$ cat config.mk
export PLATFORM = sky130hd
export DESIGN_NAME = mem_write_sched_flat
export DESIGN_NICKNAME = d
export VERILOG_FILES = /design/src/rtl/mem_write_sched_if.sv /design/src/rtl/mem_write_sched.sv /design/src/flat_wrapper.sv
export SDC_FILE = /design/constraint.sdc
export NUM_CORES = 1
export LEC_CHECK = 0
export BUFFER_PORTS_ARGS = -buffer_cell sky130_fd_sc_hd__buf_2
export CAP_MARGIN = 20
export CORE_UTILIZATION = 49
export CTS_CLUSTER_SIZE = 8
export DETAILED_ROUTE_END_ITERATION = 12
export PLACE_DENSITY = 0.81
export SKIP_LAST_GASP = 1
export SLEW_MARGIN = 5
export SYNTH_ARGS = -nofsm -noshare
export SYNTH_HDL_FRONTEND = slang
export SYNTH_SLANG_ARGS = --single-unit
export TNS_END_PERCENT = 20
$ cat constraint.sdc
create_clock -name clk -period 4.77 [get_ports clk]
set_clock_uncertainty 0.2 [all_clocks]
set_input_delay 0.477 -clock clk [delete_from_list [all_inputs] [get_ports clk]]
set_output_delay 0.477 -clock clk [all_outputs]
set_load 0.02 [all_outputs]
$ cat src/rtl/mem_write_sched_if.sv
// mem_write_sched_if: host fill, core store and memory write-port signals.
interface mem_write_sched_if #(
    parameter int LANES      = 4,
    parameter int MEM_DEPTH  = 24,
    parameter int DATA_WIDTH = 16,
    parameter int ADDR_WIDTH = $clog2(MEM_DEPTH),
    parameter int LEN_WIDTH  = ADDR_WIDTH + $clog2(LANES) + 1
);
    logic                                host_start;
    logic [ADDR_WIDTH-1:0]               host_base;
    logic [LEN_WIDTH-1:0]                host_len;
    logic                                host_valid;
    logic [DATA_WIDTH-1:0]               host_data;
    logic                                host_ready;
    logic                                host_busy;
    logic                                host_done;
    logic                                host_err;
    logic                                core_valid;
    logic [LANES-1:0]                    core_mask;
    logic [LANES-1:0][ADDR_WIDTH-1:0]    core_addr;
    logic [LANES-1:0][DATA_WIDTH-1:0]    core_data;
    logic                                core_ready;
    logic                                core_err;
    logic [LANES-1:0]                    mem_write_en;
    logic [LANES-1:0][ADDR_WIDTH-1:0]    mem_write_addr;
    logic [LANES-1:0][DATA_WIDTH-1:0]    mem_write_data;
    modport master (
        output host_start, host_base, host_len, host_valid, host_data,
        output core_valid, core_mask, core_addr, core_data,
        input  host_ready, host_busy, host_done, host_err, core_ready, core_err,
        input  mem_write_en, mem_write_addr, mem_write_data
    );
    modport slave (
        input  host_start, host_base, host_len, host_valid, host_data,
        input  core_valid, core_mask, core_addr, core_data,
        output host_ready, host_busy, host_done, host_err, core_ready, core_err,
        output mem_write_en, mem_write_addr, mem_write_data
    );
endinterface

$ cat src/rtl/mem_write_sched.sv
// mem_write_sched: shares the per-lane memory write port between host bulk fill and core stores.
// Fills are sequenced by an IDLE/FILL/DONE FSM; contested cycles arbitrate round-robin.
module mem_write_sched #(
    parameter int LANES      = 4,
    parameter int MEM_DEPTH  = 24,
    parameter int DATA_WIDTH = 16,
    parameter int ADDR_WIDTH = $clog2(MEM_DEPTH),
    parameter int LEN_WIDTH  = ADDR_WIDTH + $clog2(LANES) + 1
) (
    input logic clk,
    input logic rst,
    mem_write_sched_if.slave bus
);
    localparam int LG = $clog2(LANES);
    typedef enum logic [1:0] {S_IDLE, S_FILL, S_DONE} state_t;
    state_t                            r_state, w_next;
    logic [ADDR_WIDTH-1:0]             r_base;
    logic [LEN_WIDTH-1:0]              r_len, r_k;
    logic                              r_rr;
    logic                              r_err, r_core_err;
    logic [LANES-1:0]                  r_we;
    logic [LANES-1:0][ADDR_WIDTH-1:0]  r_waddr;
    logic [LANES-1:0][DATA_WIDTH-1:0]  r_wdata;
    logic                              w_fill, w_host_ready, w_core_ready, w_host_hs, w_core_hs;
    logic                              w_last, w_zero, w_oor;
    logic [LEN_WIDTH:0]                w_words, w_end;
    logic [LANES-1:0]                  w_in_range, w_host_lane;
    logic [ADDR_WIDTH-1:0]             w_host_addr;
    // Start checks: rows needed per lane is ceil(len/lanes), rounded up via shift.
    assign w_zero      = bus.host_len == '0;
    assign w_words     = ({1'b0, bus.host_len} + (LEN_WIDTH+1)'(LANES-1)) >> LG;
    assign w_end       = w_words + (LEN_WIDTH+1)'(bus.host_base);
    assign w_oor       = w_end > (LEN_WIDTH+1)'(MEM_DEPTH);
    assign w_last      = r_k == r_len - LEN_WIDTH'(1);
    assign w_host_addr = r_base + ADDR_WIDTH'(r_k >> LG);
    assign w_host_lane = LANES'(1) << r_k[LG-1:0];
    assign w_host_hs   = bus.host_valid && w_host_ready;
    assign w_core_hs   = bus.core_valid && w_core_ready;
    always_comb begin
        for (int i = 0; i < LANES; i++)
            w_in_range[i] = {1'b0, bus.core_addr[i]} < (ADDR_WIDTH+1)'(MEM_DEPTH);
    end
    always_ff @(posedge clk or posedge rst) begin
        if (rst) r_state <= S_IDLE;
        else     r_state <= w_next;
    end
    always_comb begin
        w_next = (r_state == S_IDLE) ? (bus.host_start ? ((w_zero || w_oor) ? S_DONE : S_FILL) : S_IDLE) :
                 (r_state == S_FILL) ? ((w_host_hs && w_last) ? S_DONE : S_FILL) : S_IDLE;
    end
    // r_rr: 0 grants the core on a contested cycle, 1 grants the host.
    always_comb begin
        w_fill        = r_state == S_FILL;
        w_host_ready  = w_fill && (!bus.core_valid || r_rr);
        w_core_ready  = !rst && (!w_fill || !bus.host_valid || !r_rr);
        bus.host_ready = w_host_ready;
        bus.core_ready = w_core_ready;
        bus.host_busy  = w_fill;
        bus.host_done  = r_state == S_DONE;
        bus.host_err   = r_err;
    end
    always_ff @(posedge clk or posedge rst) begin
        if (rst) begin
            r_base     <= '0;
            r_len      <= '0;
            r_k        <= '0;
            r_rr       <= 1'b0;
            r_err      <= 1'b0;
            r_we       <= '0;
            r_waddr    <= '0;
            r_wdata    <= '0;
            r_core_err <= 1'b0;
        end else begin
            if (r_state == S_IDLE && bus.host_start) begin
                r_base <= bus.host_base;
                r_len  <= bus.host_len;
                r_k    <= '0;
                if (!w_zero) r_err <= w_oor;
            end else if (w_host_hs) begin
                r_k <= r_k + LEN_WIDTH'(1);
            end
            if (w_fill && bus.host_valid && bus.core_valid) r_rr <= !r_rr;
            r_we       <= w_host_hs ? w_host_lane : (w_core_hs ? (bus.core_mask & w_in_range) : '0);
            r_core_err <= w_core_hs && |(bus.core_mask & ~w_in_range);
            if (w_host_hs) begin
                r_waddr <= {LANES{w_host_addr}};
                r_wdata <= {LANES{bus.host_data}};
            end else if (w_core_hs) begin
                r_waddr <= bus.core_addr;
                r_wdata <= bus.core_data;
            end
        end
    end
    assign bus.mem_write_en   = r_we;
    assign bus.mem_write_addr = r_waddr;
    assign bus.mem_write_data = r_wdata;
    assign bus.core_err       = r_core_err;
endmodule

$ cat src/flat_wrapper.sv
// flat-port wrapper written by rule: the top's interface ports become plain ports
module mem_write_sched_flat 
#(
    parameter int LANES      = 4,
    parameter int MEM_DEPTH  = 24,
    parameter int DATA_WIDTH = 16,
    parameter int ADDR_WIDTH = $clog2(MEM_DEPTH),
    parameter int LEN_WIDTH  = ADDR_WIDTH + $clog2(LANES) + 1
)
  (clk, rst, bus_host_start, bus_host_base, bus_host_len, bus_host_valid, bus_host_data, bus_core_valid, bus_core_mask, bus_core_addr, bus_core_data, bus_host_ready, bus_host_busy, bus_host_done, bus_host_err, bus_core_ready, bus_core_err, bus_mem_write_en, bus_mem_write_addr, bus_mem_write_data);
  mem_write_sched_if #(.LANES(LANES), .MEM_DEPTH(MEM_DEPTH), .DATA_WIDTH(DATA_WIDTH), .ADDR_WIDTH(ADDR_WIDTH), .LEN_WIDTH(LEN_WIDTH)) bus_i ();
  input logic clk;
  input logic rst;
  input wire logic [$bits(bus_i.host_start)-1:0] bus_host_start;
  input wire logic [$bits(bus_i.host_base)-1:0] bus_host_base;
  input wire logic [$bits(bus_i.host_len)-1:0] bus_host_len;
  input wire logic [$bits(bus_i.host_valid)-1:0] bus_host_valid;
  input wire logic [$bits(bus_i.host_data)-1:0] bus_host_data;
  input wire logic [$bits(bus_i.core_valid)-1:0] bus_core_valid;
  input wire logic [$bits(bus_i.core_mask)-1:0] bus_core_mask;
  input wire logic [$bits(bus_i.core_addr)-1:0] bus_core_addr;
  input wire logic [$bits(bus_i.core_data)-1:0] bus_core_data;
  output wire logic [$bits(bus_i.host_ready)-1:0] bus_host_ready;
  output wire logic [$bits(bus_i.host_busy)-1:0] bus_host_busy;
  output wire logic [$bits(bus_i.host_done)-1:0] bus_host_done;
  output wire logic [$bits(bus_i.host_err)-1:0] bus_host_err;
  output wire logic [$bits(bus_i.core_ready)-1:0] bus_core_ready;
  output wire logic [$bits(bus_i.core_err)-1:0] bus_core_err;
  output wire logic [$bits(bus_i.mem_write_en)-1:0] bus_mem_write_en;
  output wire logic [$bits(bus_i.mem_write_addr)-1:0] bus_mem_write_addr;
  output wire logic [$bits(bus_i.mem_write_data)-1:0] bus_mem_write_data;
  assign bus_i.host_start = bus_host_start;
  assign bus_i.host_base = bus_host_base;
  assign bus_i.host_len = bus_host_len;
  assign bus_i.host_valid = bus_host_valid;
  assign bus_i.host_data = bus_host_data;
  assign bus_i.core_valid = bus_core_valid;
  assign bus_i.core_mask = bus_core_mask;
  assign bus_i.core_addr = bus_core_addr;
  assign bus_i.core_data = bus_core_data;
  assign bus_host_ready = bus_i.host_ready;
  assign bus_host_busy = bus_i.host_busy;
  assign bus_host_done = bus_i.host_done;
  assign bus_host_err = bus_i.host_err;
  assign bus_core_ready = bus_i.core_ready;
  assign bus_core_err = bus_i.core_err;
  assign bus_mem_write_en = bus_i.mem_write_en;
  assign bus_mem_write_addr = bus_i.mem_write_addr;
  assign bus_mem_write_data = bus_i.mem_write_data;
  mem_write_sched #(.LANES(LANES), .MEM_DEPTH(MEM_DEPTH), .DATA_WIDTH(DATA_WIDTH), .ADDR_WIDTH(ADDR_WIDTH), .LEN_WIDTH(LEN_WIDTH)) u_core (.clk(clk), .rst(rst), .bus(bus_i));
endmodule
Word-level counts from Yosys, hierarchy flattened --
Cells that the tools add are included.
Cells by class: equal/unequal tests 3, reduce and logical (&&, ||, !) cells 24, add/sub/neg operators 5, bitwise gates (word level) 4, multiplexer cells 13, shift-type cells 1, magnitude comparators 5
Operators with widths (number):
- $mux 64 | 2
- $mux 20 | 2
- $lt 5x5->1 const B | 4
- $mux 8 | 2
- $mux 2 | 5
- $add 8x2->9 const B | 1
- $gt 9x5->1 const B | 1
- $logic_and 1x1->1 | 9
- $add 7x5->8 | 1
- $add 8x1->8 const B | 1
- $and 4x4->4 | 2
- $eq 8x8->1 | 1
- $logic_not 8->1 | 1
- $mux 4 | 2
- $sub 8x1->8 const B | 1
- $add 5x5->5 | 1
- $logic_not 1->1 | 5
- $logic_or 1x1->1 | 4
- $not 4->4 | 1
- $reduce_bool 2->1 | 2
- $reduce_or 4->1 | 1
- $shl 1x2->4 const A | 1
- $eq 2x1->1 const B | 1
- $eq 2x2->1 const B | 1
- 3 further kinds | 3
Storage, ports and cells: output and inout bits 94, input port bits 122, word-level logic and storage cells 71, register bits 114

Longest topological paths before layout --
depth after elaboration 8, mapped depth 11, depth with buffers taken out 11

Worst setup path before layout --
Ideal clock, no wire load.
path type in2reg, start input bus_host_len[1], end register u_core.r_err, in the netlist u_core.bus.host_err, slack 2.350 ns, required time 4.445 ns, arrival time 2.096 ns, library setup time 0.125 ns, buffers on the path 0, cell stages on the path 10, cell sequence nor2_1 > xnor2_1 > ha_1 > inv_1 > fa_1 > inv_1 > o32ai_1 > a21oi_1 > a211oi_2 > nor2_1
Between the ends: word-level cells in the longest chain between the ends 3, elaborated cells between the ends (all ways) 6, classes of those cells add/sub: 2; order compare: 1; bitwise: 1; reduce/logical: 2
Ends and longest elaborated chain:
- from (decl) | line flat_wrapper.sv:16 | input wire logic [$bits(bus_i.host_len)-1:0] bus_host_len;
- $add 8x2->9 or $logic_not 8->1 (tied branches) | line mem_write_sched.sv:31, mem_write_sched.sv:30
- $add 7x5->8 or $not 1->1 (tied branches)
- $gt 9x5->1 or $reduce_and 2->1 (tied branches)
- to (signal assigned) | line mem_write_sched.sv:78 | if (!w_zero) r_err <= w_oor;
- to (decl) | line mem_write_sched.sv:20 | logic r_err, r_core_err;
Parallel ways exist; a longest one is shown, timed or not. A chain may end at the register's enable or synchronous reset.

Final worst setup path --
start register u_core.r_state[1], end register u_core.r_wdata (netlist bit u_core.bus.mem_write_data[25])
Between the ends: word-level cells in the longest chain between the ends 7, elaborated cells between the ends (all ways) 10, classes of those cells eq/ne: 1; mux: 1; reduce/logical: 8
Ends and longest elaborated chain:
- from (decl) | line mem_write_sched.sv:16 | state_t r_state, w_next;
- from (signal assigned) | line mem_write_sched.sv:45 | else r_state <= w_next;
- $eq 2x1->1 (*) | line mem_write_sched.sv:53 | w_fill = r_state == S_FILL;
- $logic_not 1->1 | line mem_write_sched.sv:55 | w_core_ready = !rst && (!w_fill || !bus.host_valid || !r_rr);
- $logic_or 1x1->1 (2 in series) | line mem_write_sched.sv:55
- $logic_and 1x1->1 | line mem_write_sched.sv:55
- $logic_and 1x1->1 | line mem_write_sched.sv:38 | assign w_core_hs = bus.core_valid && w_core_ready;
- $reduce_bool 2->1 (no line)
- to (signal assigned) | line mem_write_sched.sv:87 | r_wdata <= {LANES{bus.host_data}};
- to (signal assigned) | line mem_write_sched.sv:90 | r_wdata <= bus.core_data;
- to (decl) | line mem_write_sched.sv:23 | logic [LANES-1:0][DATA_WIDTH-1:0] r_wdata;
Mark *: on every way between the ends. The rest lies on a longest branch, timed or not.

==> metrics.txt <==
top cells by area, synth dfrtp_1 51%, nand2_1 12%, a31oi_1 9.0%; post-layout util 66.6%; CTS max path bufs 2; Least-Margin Pin Slew 1030 ps; Via density 5.60; htree depth 4; CTS buffer count 17; worst-path maximum fanout 67; initial antenna violation count 0; Synth area leader dfrtp_1; hold path start bus_core_data[18]; Detail Placement HPWL 11.5 mm; final setup violation count 0; Seq/Total Area, Yosys 51.3%; post-synthesis xor/xnor area fraction 4.56%; Hold Path Class primary input to flip-flop; gr usage total 28.3%; post-synth cell types 45; die extent in y 109 um; prevailing post-synth register cell dfrtp_1; peak supply drop 424 uV; smallest hold slack 125 ps; Setup crit start kind flip-flop; Yosys warning total 0; Simple-Gate Fraction of Synth Area 18.9%; Lkg Pwr 3.66 nW; Worst R2R Setup Slack 1870 ps; largest family of logic cells by synthesized area simple AND/OR/NAND/NOR gates; n_diodes 0; Hold EP u_core.bus.mem_write_data[18]$_DFFE_PP0P_; # rows 38; FF-to-FF End u_core.bus.mem_write_data[25]$_DFFE_PP0P_; largest net degree at the start of global routing 80; CTS sink count 114; type of element capturing the critical path flip-flop; post_cts resized 0; Cell Area, Synth 5570 um^2; most common cell in the netlist nand2_1; FF+latch count, synth 114; ratio of cells with drive above 1 in the final layout 32.7%; Root Driver clkbuf_16; post-synthesis mux area share 1.82%; Adder-Cell Fraction of Synth Area 3.87%; MaxCap Viol Count 0; Max Slew Vio Count 0; Syn Nets 738; Initial DRC Count 620; ys async rst share 100%; number of nets with antenna violations after routing 0; final period utilization 60.8%; TritonCTS clock tree yes; Hold Path Depth 3; NumNets Final 945; Die ar. 11,800 um^2; IO Pins 216; routability cong. 0.883; Critical Path RT 4840 ps; Cell Count, Final, Fillers Out 959; Crit Path Class flip-flop to flip-flop; routed len/inst 16.9 um; Residual DRC 0; Port Buf Inserts 215; first-pass GRT wire length 25.2 mm; Max-slew headroom 31.4%; clock transition at the registers of the reported paths 60 ps; placed insts 926; syn avg cell area 9.28 um^2; Clk Latency, worst-skew pair 410 ps; Gate Count Post-Synth 600; top cells by count, synth 182 x nand2_1, 114 x dfrtp_1, 80 x a31oi_1; R2R depth 5; Synth Area in Compound Gates 14.4%; EDFF count, synth 0; minimum clock period 2900 ps; RSZ-0062 raised after global routing no; Final Hold Fails 0; area delta synth->final 30.9%; Worst Path Arrival 2970 ps; Initial DRT Pass Iterations 5; postcts setup bufs 0; Overflow after GRT 0; r2r startpoint u_core.r_state[1]$_DFF_PP0_; via count 5,369; starting density of the core 50.9%; Max Freq 0.345 GHz; total wire length 16.2 mm; total power 0.00484 W; vias in the first global route 5,201; Final TNS setup 0 ps; DIE WIDTH 109 um; status finished clean; Power per Cell Area 665 nW/um^2; CORE AREA 10,900 um^2; post-synth top area share 51.3%
[state kept, by name (all words and copies together), names as in the netlist]
signal	flops
u_core.bus.core_err	1
u_core.bus.host_err	1
u_core.bus.mem_write_addr	20
u_core.bus.mem_write_data	64
u_core.bus.mem_write_en	4
u_core.r_base	5
u_core.r_k	8
u_core.r_len	8
u_core.r_rr	1
u_core.r_state	2
[power by group]
| group | switching (W) | internal (W) | total (W) | leakage (nW) |
|---|---|---|---|---|
| combinational | 0.00120 | 0.000680 | 0.00188 | 2.00 |
| sequential | 0.000287 | 0.00141 | 0.00169 | 1.38 |
| clock | 0.000465 | 0.000810 | 0.00127 | 0.281 |
[critical path: stages, from the launching register on]
cell      delay (ps)
dfrtp_1          380
nor2b_1          430
nand3b_1         830
buf_12           500
nor2_1           300
a31oi_1          100
[what timing repair did]
item | in CTS | in global routing
hold buffers | 0 | 1
endpoints found under the hold margin | 0 | 16
endpoints found under the setup margin | 0 | 0
[per-layer routing]
metal / track usage [%] / wire [um] / share of wire (%) / vias to the layer above
met5: 0 / 0 / 0 / -
met3: 5.97 / 1190 / 7.4 / 33
li1: - / - / - / 2479
met2: 46.4 / 8060 / 50 / 286
met4: 14.7 / 487 / 3.0 / 0
met1: 35.1 / 6440 / 40 / 2571
[metrics by stage]
stage / area (um^2) / worst slack [ps]
2_1_floorplan: 5570 / 1080
3_3_place_gp: 6650 / 2040
3_5_place_dp: 6650 / 1890
4_1_cts: 7250 / 1870
5_1_grt: 7290 / 1700
6_report: 7290 / 1870
[kinds of logic after synthesis]
kind of cell	count (synthesis)
compound gates	122
xor+xnor	29
fa+ha+maj	16
buf+inv	52
flops	114
mux	9
simple gates	258
[worst max-delay path by stage]
stage	cells after the start	endpoint	from
floorplan	1	u_core.bus.core_err$_DFF_PP0_	rst
global placement	11	u_core.bus.host_err$_DFFE_PP0P_	bus_host_len[1]
detailed placement	5	u_core.bus.mem_write_data[25]$_DFFE_PP0P_	u_core.r_state[1]$_DFF_PP0_
CTS	5	u_core.bus.mem_write_data[25]$_DFFE_PP0P_	u_core.r_state[1]$_DFF_PP0_
global route	5	u_core.bus.mem_write_data[2]$_DFFE_PP0P_	u_core.r_state[1]$_DFF_PP0_
finish	5	u_core.bus.mem_write_data[25]$_DFFE_PP0P_	u_core.r_state[1]$_DFF_PP0_
[cell type report]
| class | instances | area (um^2) |
|---|---|---|
| clock inverters | 11 | 130 |
| fillers | 862 | 3650 |
| repair buffers | 222 | 1160 |
| clock buffers | 20 | 467 |
| flip-flops and latches | 114 | 2850 |
| multi-input cells | 434 | 2430 |
| well taps | 140 | 175 |
| inverters | 18 | 70.1 |
[cell usage in the layout, fill, tap and decap left out, types with 2 or more instances in the layout]
cell          n
clkbuf_8      3
xnor2_1      16
a21oi_1      11
nand2_1     181
clkbuf_16    17
mux2_2        9
o311a_1       2
nand4_1       4
inv_1        17
xor2_1       13
dfrtp_1     114
clkinvlp_4    4
a32o_1        3
nand2b_1      2
nor2_1       38
clkinv_4      3
and2_1        2
a31oi_1      80
bufinv_16     2
buf_4         4
ha_1         14
fa_1          2
buf_2       215
nor2b_1       4
nand3_1      16
a21o_1        3
o21ai_0      11
(Power assumes the default switching activity.)
